[config.mk]
export PLATFORM = sky130hd
export DESIGN_NAME = mdu_iq
export DESIGN_NICKNAME = d
export VERILOG_FILES = /design/src/rtl/mdu_iq.sv
export SDC_FILE = /design/constraint.sdc
export NUM_CORES = 1
export LEC_CHECK = 0
export ABC_AREA = 1
export CELL_PAD_IN_SITES_DETAIL_PLACEMENT = 0
export CELL_PAD_IN_SITES_GLOBAL_PLACEMENT = 1
export CORE_AREA = 2 2 300 213
export DETAILED_ROUTE_END_ITERATION = 8
export DIE_AREA = 0 0 302 215
export DONT_BUFFER_PORTS = 1
export PLACE_DENSITY_LB_ADDON = 0.1
export SYNTH_ARGS = -nofsm -noshare
export SYNTH_HDL_FRONTEND = slang
export SYNTH_SLANG_ARGS = --single-unit
[constraint.sdc]
create_clock -name CLK -period 7.3 [get_ports CLK]
set_input_delay 1.825 -clock CLK [delete_from_list [all_inputs] [get_ports CLK]]
set_output_delay 1.825 -clock CLK [all_outputs]
set_load 0.005 [all_outputs]
[src/rtl/mdu_iq.sv]
// Compacting issue queue for the MDU pipeline: holds dispatched mul/div ops until
// their operands are ready or forwardable. Optional counters via MDU_IQ_PERF_COUNTERS_EN.
module mdu_iq #(
    parameter int MDU_IQ_ENTRIES     = 8,
    parameter int PR_COUNT           = 128,
    parameter int PRF_BANK_COUNT     = 4,
    parameter int ROB_ENTRIES        = 64,
    parameter int LOG_PR_COUNT       = $clog2(PR_COUNT),
    parameter int LOG_PRF_BANK_COUNT = $clog2(PRF_BANK_COUNT),
    parameter int LOG_ROB_ENTRIES    = $clog2(ROB_ENTRIES)
) (
    input  logic                          CLK,
    input  logic                          nRST,
    input  logic                          dispatch_valid,
    input  logic [2:0]                    dispatch_op,
    input  logic [LOG_PR_COUNT-1:0]       dispatch_A_PR,
    input  logic                          dispatch_A_ready,
    input  logic                          dispatch_A_is_zero,
    input  logic [LOG_PR_COUNT-1:0]       dispatch_B_PR,
    input  logic                          dispatch_B_ready,
    input  logic                          dispatch_B_is_zero,
    input  logic [LOG_PR_COUNT-1:0]       dispatch_dest_PR,
    input  logic [LOG_ROB_ENTRIES-1:0]    dispatch_ROB_index,
    output logic                          dispatch_ack,
    input  logic [PRF_BANK_COUNT-1:0]     WB_bus_valid_by_bank,
    input  logic [PRF_BANK_COUNT-1:0][LOG_PR_COUNT-LOG_PRF_BANK_COUNT-1:0] WB_bus_upper_PR_by_bank,
    output logic                          issue_valid,
    output logic [2:0]                    issue_op,
    output logic                          issue_A_forward,
    output logic                          issue_A_is_zero,
    output logic [LOG_PR_COUNT-1:0]       issue_A_PR,
    output logic                          issue_B_forward,
    output logic                          issue_B_is_zero,
    output logic [LOG_PR_COUNT-1:0]       issue_B_PR,
    output logic [LOG_PR_COUNT-1:0]       issue_dest_PR,
    output logic [LOG_ROB_ENTRIES-1:0]    issue_ROB_index,
    input  logic                          issue_ready,
    output logic                          PRF_req_A_valid,
    output logic [LOG_PR_COUNT-1:0]       PRF_req_A_PR,
    output logic                          PRF_req_B_valid,
    output logic [LOG_PR_COUNT-1:0]       PRF_req_B_PR
`ifdef MDU_IQ_PERF_COUNTERS_EN
    ,
    output logic [31:0]                   perf_issue_count,
    output logic [31:0]                   perf_full_stall_count
`endif
);
    localparam int UPPER_W = LOG_PR_COUNT - LOG_PRF_BANK_COUNT;
    localparam int IDX_W   = $clog2(MDU_IQ_ENTRIES);
    localparam int CNT_W   = $clog2(MDU_IQ_ENTRIES + 1);

    typedef struct packed {
        logic                       valid;
        logic [2:0]                 op;
        logic [LOG_PR_COUNT-1:0]    a_pr;
        logic                       a_ready;
        logic                       a_is_zero;
        logic [LOG_PR_COUNT-1:0]    b_pr;
        logic                       b_ready;
        logic                       b_is_zero;
        logic [LOG_PR_COUNT-1:0]    dest_pr;
        logic [LOG_ROB_ENTRIES-1:0] rob_index;
    } entry_t;

    function automatic logic wb_match(
        input logic [LOG_PR_COUNT-1:0]                  pr,
        input logic [PRF_BANK_COUNT-1:0]                wb_valid,
        input logic [PRF_BANK_COUNT-1:0][UPPER_W-1:0]   wb_upper
    );
        logic [LOG_PRF_BANK_COUNT-1:0] bank;
        bank = pr[LOG_PRF_BANK_COUNT-1:0];
        return wb_valid[bank] && (wb_upper[bank] == pr[LOG_PR_COUNT-1:LOG_PRF_BANK_COUNT]);
    endfunction

    entry_t q_reg   [MDU_IQ_ENTRIES];
    entry_t q_next  [MDU_IQ_ENTRIES];
    entry_t woken   [MDU_IQ_ENTRIES];
    entry_t sel_entry;
    entry_t new_entry;

    logic [MDU_IQ_ENTRIES-1:0] a_match;
    logic [MDU_IQ_ENTRIES-1:0] b_match;
    logic [MDU_IQ_ENTRIES-1:0] cand;
    logic [IDX_W-1:0]          sel_idx;
    logic                      found;
    logic                      sel_a_match;
    logic                      sel_b_match;
    logic                      full;
    logic [CNT_W-1:0]          occ;
    logic [CNT_W-1:0]          wr_idx;
    logic                      disp_a_match;
    logic                      disp_b_match;

    generate
        for (genvar gi = 0; gi < MDU_IQ_ENTRIES; gi++) begin : g_entry
            assign a_match[gi] = wb_match(q_reg[gi].a_pr, WB_bus_valid_by_bank, WB_bus_upper_PR_by_bank);
            assign b_match[gi] = wb_match(q_reg[gi].b_pr, WB_bus_valid_by_bank, WB_bus_upper_PR_by_bank);
            assign cand[gi]    = q_reg[gi].valid
                               & (q_reg[gi].a_ready | q_reg[gi].a_is_zero | a_match[gi])
                               & (q_reg[gi].b_ready | q_reg[gi].b_is_zero | b_match[gi]);
        end
    endgenerate

    // Scan from the top so the lowest-index (oldest) candidate wins.
    always_comb begin
        found   = 1'b0;
        sel_idx = '0;
        for (int i = MDU_IQ_ENTRIES - 1; i >= 0; i--) begin
            if (cand[i]) begin
                found   = 1'b1;
                sel_idx = IDX_W'(i);
            end
        end
    end

    always_comb begin
        sel_entry   = found ? q_reg[sel_idx] : '0;
        sel_a_match = found & a_match[sel_idx];
        sel_b_match = found & b_match[sel_idx];
    end

    assign issue_valid     = issue_ready & found;
    assign issue_op        = sel_entry.op;
    assign issue_A_PR      = sel_entry.a_pr;
    assign issue_A_is_zero = sel_entry.a_is_zero;
    assign issue_A_forward = sel_a_match & ~sel_entry.a_ready & ~sel_entry.a_is_zero;
    assign issue_B_PR      = sel_entry.b_pr;
    assign issue_B_is_zero = sel_entry.b_is_zero;
    assign issue_B_forward = sel_b_match & ~sel_entry.b_ready & ~sel_entry.b_is_zero;
    assign issue_dest_PR   = sel_entry.dest_pr;
    assign issue_ROB_index = sel_entry.rob_index;

    assign PRF_req_A_valid = issue_valid & sel_entry.a_ready & ~sel_entry.a_is_zero;
    assign PRF_req_A_PR    = issue_A_PR;
    assign PRF_req_B_valid = issue_valid & sel_entry.b_ready & ~sel_entry.b_is_zero;
    assign PRF_req_B_PR    = issue_B_PR;

    always_comb begin
        occ = '0;
        for (int i = 0; i < MDU_IQ_ENTRIES; i++) begin
            occ = occ + CNT_W'(q_reg[i].valid);
        end
    end

    assign full         = q_reg[MDU_IQ_ENTRIES-1].valid;
    assign dispatch_ack = dispatch_valid & (~full | issue_valid);
    assign wr_idx       = occ - CNT_W'(issue_valid);

    assign disp_a_match = wb_match(dispatch_A_PR, WB_bus_valid_by_bank, WB_bus_upper_PR_by_bank);
    assign disp_b_match = wb_match(dispatch_B_PR, WB_bus_valid_by_bank, WB_bus_upper_PR_by_bank);

    always_comb begin
        new_entry           = '0;
        new_entry.valid     = 1'b1;
        new_entry.op        = dispatch_op;
        new_entry.a_pr      = dispatch_A_PR;
        new_entry.a_ready   = dispatch_A_ready | disp_a_match;
        new_entry.a_is_zero = dispatch_A_is_zero;
        new_entry.b_pr      = dispatch_B_PR;
        new_entry.b_ready   = dispatch_B_ready | disp_b_match;
        new_entry.b_is_zero = dispatch_B_is_zero;
        new_entry.dest_pr   = dispatch_dest_PR;
        new_entry.rob_index = dispatch_ROB_index;
    end

    always_comb begin
        for (int i = 0; i < MDU_IQ_ENTRIES; i++) begin
            woken[i]         = q_reg[i];
            woken[i].a_ready = q_reg[i].a_ready | a_match[i];
            woken[i].b_ready = q_reg[i].b_ready | b_match[i];
        end
    end

    // Remove the issued slot, shift younger entries down, then append the dispatch.
    always_comb begin
        for (int i = 0; i < MDU_IQ_ENTRIES; i++) begin
            q_next[i] = '0;
            if (issue_valid && (i >= int'(sel_idx))) begin
                if (i < MDU_IQ_ENTRIES - 1) begin
                    q_next[i] = woken[i+1];
                end
            end else begin
                q_next[i] = woken[i];
            end
            if (dispatch_ack && (CNT_W'(i) == wr_idx)) begin
                q_next[i] = new_entry;
            end
        end
    end

    always_ff @(posedge CLK or negedge nRST) begin
        if (!nRST) begin
            for (int i = 0; i < MDU_IQ_ENTRIES; i++) begin
                q_reg[i] <= '0;
            end
        end else begin
            for (int i = 0; i < MDU_IQ_ENTRIES; i++) begin
                q_reg[i] <= q_next[i];
            end
        end
    end

`ifdef MDU_IQ_PERF_COUNTERS_EN
    always_ff @(posedge CLK or negedge nRST) begin
        if (!nRST) begin
            perf_issue_count      <= '0;
            perf_full_stall_count <= '0;
        end else begin
            if (issue_valid) begin
                perf_issue_count <= perf_issue_count + 32'd1;
            end
            if (dispatch_valid && !dispatch_ack) begin
                perf_full_stall_count <= perf_full_stall_count + 32'd1;
            end
        end
    end
`endif

endmodule

# Word level (Yosys, flattened, before mapping)

Index checks and enable logic that the tools add are counted.

Bits in registers: 280
Bits of input ports: 62
Output and inout port bits: 52
Logic and storage cells: 379

$add $sub $neg: 8
Order comparisons: 27
Equal/unequal tests: 25
Mux-type cells: 112
Bitwise operators: 85
Reductions and logical operators: 42

Operator list:

| kind                 | count |
|---|---|
| $mux W35             | 16 |
| $bmux W5 S2          | 18 |
| $bmux W35 S3         | 1 |
| $mux W34             | 3 |
| $eq A5 B5 Y1         | 18 |
| $mux W5              | 18 |
| $lt A2 B3 Y1 const B | 18 |
| $or A1 B1 Y1         | 51 |
| $bmux W1 S2          | 18 |
| $logic_and A1 B1 Y1  | 33 |
| $and A1 B1 Y1        | 28 |
| $mux W1              | 28 |
| $mux W3              | 8 |
| $add A4 B1 Y4        | 4 |
| $eq A3 B4 Y1 const A | 4 |
| $reduce_bool A2 Y1   | 8 |
| $ge A3 B3 Y1 const A | 3 |
| $eq A2 B4 Y1 const A | 2 |
| $bmux W1 S3          | 2 |
| $ge A1 B3 Y1 const A | 2 |
| $ge A2 B3 Y1 const A | 2 |
| $not A1 Y1           | 5 |
| $add A3 B1 Y4        | 1 |
| $eq A1 B4 Y1 const A | 1 |
| other kinds (7)      | 7 |

# Depth between registers and ports, before layout

Word-level depth: 23
Mapped depth: 39
Depth with buffers taken out: 36

# Least setup slack after synthesis

OpenSTA, ideal clock, no wires.

Path type: input-to-reg
Start: input WB_bus_upper_PR_by_bank[8] (netlist name)
End: register q_reg[120] (netlist name)
Setup time: 0.124 ns
Arrival: 6.675 ns
Data required time: 7.176 ns
Slack: 0.501 ns
Cell stages on the path: 33
Buffers on the path: 3
Cell sequence: buf_2 buf_2 a21oi_1 o21ai_1 nand2_1 o21ai_0 nor2_1 nand4_1 nand2_1 nand3_1 nand2_1 nor2_1 nand2_2 nand2_4 clkinv_2 ha_1 inv_1 fa_1 inv_1 fa_1 inv_1 ha_1 fa_1 xnor2_1 inv_1 nand2_1 nor3_1 nand3_2 inv_2 nor2_4 buf_2 nand2_1 nand3_1

Word-level cells in the longest chain between the ends: 20
Elaborated cells on any way between the ends: 122
Those cells by class: add/sub: 1; order compare: 1; eq/ne: 17; mux: 49; bitwise: 35; reduce/logical: 19

RTL lines:

| element                                        | line     | RTL |
|---|---|---|
| start: declaration                             | 26       | `input logic [PRF_BANK_COUNT-1:0][LOG_PR_COUNT-LOG_PRF_BANK_COUNT-1:0] WB_bus_upper_PR_by_bank,` |
| $bmux W5 S2                                    | 72       | `return wb_valid[bank] && (wb_upper[bank] == pr[LOG_PR_COUNT-1:LOG_PRF_BANK_COUNT]);` |
| $mux W5 (not written as such)                  | 72       |  |
| $eq A5 B5 Y1                                   | 72       |  |
| $logic_and A1 B1 Y1                            | 72       |  |
| $or A1 B1 Y1                                   | 99       | `& (q_reg[gi].a_ready \| q_reg[gi].a_is_zero \| a_match[gi])` |
| $and A1 B1 Y1                                  | 99       |  |
| $and A1 B1 Y1                                  | 100      | `& (q_reg[gi].b_ready \| q_reg[gi].b_is_zero \| b_match[gi]);` |
| $mux W1 (7 in series)                          | 109      | `if (cand[i]) begin` |
| $mux W1 *                                      | 109      |  |
| $and A1 B1 Y1 *                                | 122      | `assign issue_valid = issue_ready & found;` |
| via issue_valid                                | 27       | `output logic issue_valid,` |
| $sub A4 B1 Y4 or $or A1 B1 Y1 (tied branches)  | 147, 146 |  |
| $eq A3 B4 Y1 or $and A1 B1 Y1 (tied branches)  | 185, 146 |  |
| $logic_and A1 B1 Y1                            | 185      | `if (dispatch_ack && (CNT_W'(i) == wr_idx)) begin` |
| $mux W35 or $reduce_bool A2 Y1 (tied branches) | n/a      |  |
| end signal: indexed assignment                 | 198      | `q_reg[i] <= q_next[i];` |
| end: declaration                               | 75       | `entry_t q_reg [MDU_IQ_ENTRIES];` |

Mark *: on every way through the listed nets, which the timed path passes. The rest lies on a longest branch. The select of a mux whose other input is x is not followed.
A chain may end at the register's enable or synchronous reset.

# Worst setup path after layout

Start: input WB_bus_valid_by_bank[0]
End: output issue_op[0]

Word-level cells in the longest chain between the ends: 19
Elaborated cells on any way between the ends: 101
Those cells by class: mux: 52; bitwise: 33; reduce/logical: 16

RTL lines:

| element                                      | line | RTL |
|---|---|---|
| start: declaration                           | 25   | `input logic [PRF_BANK_COUNT-1:0] WB_bus_valid_by_bank,` |
| $bmux W1 S2                                  | 72   |  |
| $mux W1 (not written as such)                | 72   |  |
| $logic_and A1 B1 Y1                          | 72   |  |
| $or A1 B1 Y1                                 | 99   |  |
| $and A1 B1 Y1                                | 99   |  |
| $and A1 B1 Y1                                | 100  |  |
| $mux W3 (8 in series)                        | 109  |  |
| $not A3 Y4 (not written as such)             | 117  | `sel_entry = found ? q_reg[sel_idx] : '0;` |
| $bmux W35 S3                                 | 117  |  |
| $mux W34 (not written as such) (2 in series) | 117  |  |
| $mux W34 *                                   | 117  |  |
| end: declaration                             | 28   | `output logic [2:0] issue_op,` |

Mark *: on every way between the ends. The rest lies on a longest branch, timed or not. The select of a mux whose other input is x is not followed.

==> flow_results.xml <==
<?xml version="1.0" encoding="UTF-8"?>
<metrics>
  <group name="run_status">
    <metric name="run_status" unit="">finished, final reports clean</metric>
  </group>
  <group name="setup_path">
    <metric name="kind_of_end_point_of_the_critical_path" unit="">output port</metric>
    <metric name="worstSetupEndpoint" unit="">issue_op[0]</metric>
    <metric name="setup.worst_path.start_class" unit="">input pin</metric>
    <metric name="arrival_time_of_the_worst_setup_path" unit="ns">5.29</metric>
    <metric name="worstPathCellList" unit="">clkinv_1 -&gt; o21ai_0 -&gt; a21oi_1 -&gt; nor2_1 -&gt; nand2_1 -&gt; nor2_1 -&gt; nand3b_1 -&gt; nand2_1 -&gt; nand3_1 -&gt; nand2_1 -&gt; nand2_1 -&gt; nand2_1 -&gt; nand2_1 -&gt; nand2_2 -&gt; nand2_8 -&gt; o211ai_1 -&gt; nand3_1 -&gt; nand2_1</metric>
    <metric name="path_max_fanout" unit="">36</metric>
    <metric name="timing.critical_path.buf_inv" unit="">1</metric>
    <metric name="crit_path_frequent_cell" unit="">nand2_1</metric>
    <metric name="worst-r2r-cell-count" unit="">30</metric>
    <metric name="cp.required" unit="ns">5.48</metric>
    <metric name="worst_path_max_delay_cell" unit="">o211ai_1</metric>
    <metric name="worst_r2r_endpoint" unit="">q_reg[239]</metric>
    <metric name="worst_setup_slack_for_register_to_register_paths" unit="ns">0.97</metric>
    <metric name="logic_depth_of_the_worst_setup_path_including_buffers" unit="">18</metric>
    <metric name="timing.setup.critical_path_class" unit="">input pin to output port</metric>
    <metric name="crit_family" unit="">simple AND/OR/NAND/NOR gates</metric>
    <metric name="delay_contributed_by_the_slowest_stage_of_the_critical_path" unit="ns">0.60</metric>
    <metric name="reg2reg_from" unit="">q_reg[120]</metric>
    <metric name="setup.worst_path.start" unit="">WB_bus_valid_by_bank[0]</metric>
  </group>
  <group name="detailed_routing">
    <metric name="drt-total-wl" unit="mm">101</metric>
    <metric name="route.antenna.remaining_nets" unit="">0</metric>
    <metric name="vias_per_cell" unit="">5.61</metric>
    <metric name="wire_per_inst" unit="microns">24.6</metric>
    <metric name="drt_iter0_drc" unit="">2952</metric>
    <metric name="drt-pass1-iter-count" unit="">6</metric>
    <metric name="drc" unit="">0</metric>
    <metric name="vias" unit="">23000</metric>
  </group>
  <group name="synthesis">
    <metric name="synth_compound_area_share" unit="%">10.2</metric>
    <metric name="synth.ff_latch_count" unit="">280</metric>
    <metric name="yosys.area_share.adder" unit="%">0.699</metric>
    <metric name="synth.yosys.seq_area_share" unit="%">32.6</metric>
    <metric name="synth_top_flop_cell" unit="">dfrtp_1</metric>
    <metric name="synth_enable_flop_cells" unit="">0</metric>
    <metric name="yosys_warnings" unit="">0</metric>
    <metric name="synth_area" unit="sq um">21500</metric>
    <metric name="synthArstFlopShare" unit="%">100</metric>
    <metric name="synthesized_netlist_net_count" unit="">3503</metric>
    <metric name="yosysMostFrequentCell" unit="">nand2_1</metric>
    <metric name="synth.top_cell.area_share" unit="%">32.6</metric>
    <metric name="synth_commonest_cells" unit="">1217 x nand2_1, 674 x nand3_1, 286 x inv_1, 280 x dfrtp_1, 175 x nor2_1</metric>
    <metric name="synthSimpleGateAreaFrac" unit="%">43.1</metric>
    <metric name="post_synthesis_mux_area_share" unit="%">0</metric>
    <metric name="post_synth.cell_area_avg" unit="sq um">6.26</metric>
    <metric name="main_combinational_cell_family_by_area_after_synthesis" unit="">simple AND/OR/NAND/NOR gates</metric>
    <metric name="synth.lib_cells_used.distinct" unit="">48</metric>
    <metric name="synth_xor_area_share" unit="%">1.22</metric>
    <metric name="synth_cells" unit="">3432</metric>
    <metric name="synth_top_cell_by_area" unit="">dfrtp_1</metric>
    <metric name="ys_top_cells_by_area" unit="">dfrtp_1 33%, nand2_1 21%, nand3_1 16%</metric>
  </group>
  <group name="final_layout">
    <metric name="fin_area" unit="sq um">22900</metric>
    <metric name="multi_input_comb_area" unit="sq um">11900</metric>
    <metric name="sequential_area" unit="sq um">7010</metric>
    <metric name="n_fill_cell" unit="">6665</metric>
    <metric name="area.growth.synth_to_final" unit="%">6.53</metric>
    <metric name="drive_above_1_share" unit="%">5.41</metric>
    <metric name="largest_reg_flops" unit="">279</metric>
    <metric name="layout.nets" unit="">3322</metric>
  </group>
  <group name="sta">
    <metric name="setup_viol" unit="">0</metric>
    <metric name="fin_setup_tns" unit="ns">0</metric>
    <metric name="final_hold_viol_count" unit="">0</metric>
    <metric name="fin_skew" unit="ns">0.0194</metric>
    <metric name="report.final.slew_viol_count" unit="">0</metric>
    <metric name="grt_setup_unrepaired" unit="">true</metric>
    <metric name="final.min_clock_period" unit="ns">7.12</metric>
    <metric name="worst_slew_margin_relative_to_its_limit" unit="%">5.71</metric>
    <metric name="setup_slack" unit="ns">0.185</metric>
    <metric name="final.period_utilization" unit="%">97.5</metric>
    <metric name="hold_slack" unit="ns">0.483</metric>
    <metric name="worst_tran_pin_value" unit="ns">1.40</metric>
    <metric name="fmax" unit="GHz">0.141</metric>
  </group>
  <group name="hold_path">
    <metric name="hold_class" unit="">register to register</metric>
  </group>
  <group name="grt">
    <metric name="first_global_vias" unit="">20500</metric>
    <metric name="grt_antenna_before_repair" unit="">0</metric>
    <metric name="globalRoute.totalOverflow" unit="">0</metric>
    <metric name="grt_pass1_wl" unit="mm">147</metric>
    <metric name="grt_use_total" unit="%">30.5</metric>
    <metric name="grt_start_max_net_pins" unit="">281</metric>
  </group>
  <group name="floorplan">
    <metric name="die_h" unit="microns">215</metric>
    <metric name="floorplan.rows" unit="">77</metric>
    <metric name="initial_core_util" unit="%">34.5</metric>
    <metric name="fp.dieW" unit="microns">302</metric>
    <metric name="design.core.area" unit="sq um">62300</metric>
    <metric name="die_area" unit="sq um">64900</metric>
    <metric name="boundaryPins" unit="">114</metric>
  </group>
  <group name="placed_design">
    <metric name="place_congestion" unit="">0.915</metric>
    <metric name="dp_slack" unit="ns">0.0808</metric>
    <metric name="post-dp-hpwl" unit="mm">68.4</metric>
    <metric name="port_buffers" unit="">0</metric>
    <metric name="postPlaceCellArea" unit="sq um">21700</metric>
  </group>
  <group name="job">
    <metric name="cap_viol_max_count" unit="">0</metric>
  </group>
  <group name="clocking">
    <metric name="clkSinkCount" unit="">280</metric>
    <metric name="clkSlewWorstSetupHoldPaths" unit="ns">0.06</metric>
    <metric name="clock_insertion_delay_worst_skew" unit="ns">0.56</metric>
    <metric name="hold_buffers" unit="">0</metric>
    <metric name="cts_tree" unit="">built</metric>
    <metric name="cts_max_path_buffers" unit="">3</metric>
    <metric name="root_buffer" unit="">clkbuf_16</metric>
    <metric name="cts.htree.levels" unit="">2</metric>
    <metric name="tritoncts_buffer_count" unit="">35</metric>
  </group>
</metrics>
## layer usage
layer / wire length, microns / vias to the layer above / GRT usage [%]
met5: 0 / - / 0
met4: 1820 / 0 / 6.50
met3: 11200 / 118 / 7.47
met2: 39100 / 1189 / 39.9
met1: 48700 / 11000 / 48.9
li1: - / 10700 / -
## kinds of logic (layout without fill, tap and decap cells)
kind of cell,count (synthesis),count (layout)
other,0,2
AOI/OAI and AO/OA,360,360
buffers and inverters,595,436
adders and majority gates,9,9
xor gates and xnor gates,30,30
and+or+nand+nor,2158,2159
DFF,280,280
## worst reg2reg max path, delay by kind of cell (launching register included)
kind / cells / cell delay, ns
adders and majority gates: 5 / 1.89
xor gates and xnor gates: 2 / 0.36
DFF: 1 / 0.73
and+or+nand+nor: 17 / 2.31
buffers and inverters: 6 / 0.92
## final cells by class
class / count / area share [%]
Tap cell: 829 / 4.53
Clock buffer: 51 / 4.48
Antenna cell: 2 / 0.0219
Multi-Input combinational cell: 2558 / 52.0
Sequential cell: 280 / 30.6
Timing Repair Buffer: 62 / 2.69
Inverter: 314 / 5.16
Clock inverter: 9 / 0.465
## layout by cell type (no fill, tap or decap), types with 5 or more instances in the layout
cell,synthesis,routed
nand2_1,1217,1216
nand3_1,674,674
inv_1,286,286
dfrtp_1,280,280
nor2_1,175,174
o21ai_0,113,113
o211ai_1,91,91
a21oi_1,66,66
o22ai_1,51,51
buf_4,36,50
nand4_1,36,36
clkbuf_16,0,35
xnor2_1,19,19
inv_2,18,18
o21ai_1,15,15
nand2_2,13,14
buf_12,0,12
xor2_1,11,11
clkinv_1,9,9
nor3_1,10,9
clkbuf_8,0,9
nand3b_1,8,8
or2_2,8,8
clkbuf_1,67,7
nand2_4,6,6
clkinv_2,1,5
fa_1,5,5
## repair_timing
action,4_1_cts,5_1_grt
gates resized for setup,0,0
buffers inserted,0,0
endpoints found under the setup margin,0,12
## how the worst min path moves through the flow
stage	slack [ns]	cells after the start	startpoint	endpoint
CTS	0.48	2	q_reg[246]	q_reg[246]
global route	0.50	2	q_reg[246]	q_reg[246]
global placement	0.46	2	q_reg[253]	q_reg[253]
floorplan	0.45	2	q_reg[245]	q_reg[245]
finish	0.48	2	q_reg[246]	q_reg[246]
detailed placement	0.47	2	q_reg[246]	q_reg[246]
## per-stage QoR
stage          instances  util [%]
2_1_floorplan       3432         -
3_3_place_gp        4042      34.9
3_5_place_dp        4042      34.9
4_1_cts             4102      36.7
5_1_grt             4103      36.7
6_report            4105      36.7
Power is not shown: default switching activity piles up to over one toggle a cycle in this logic, so the estimate is an artifact.
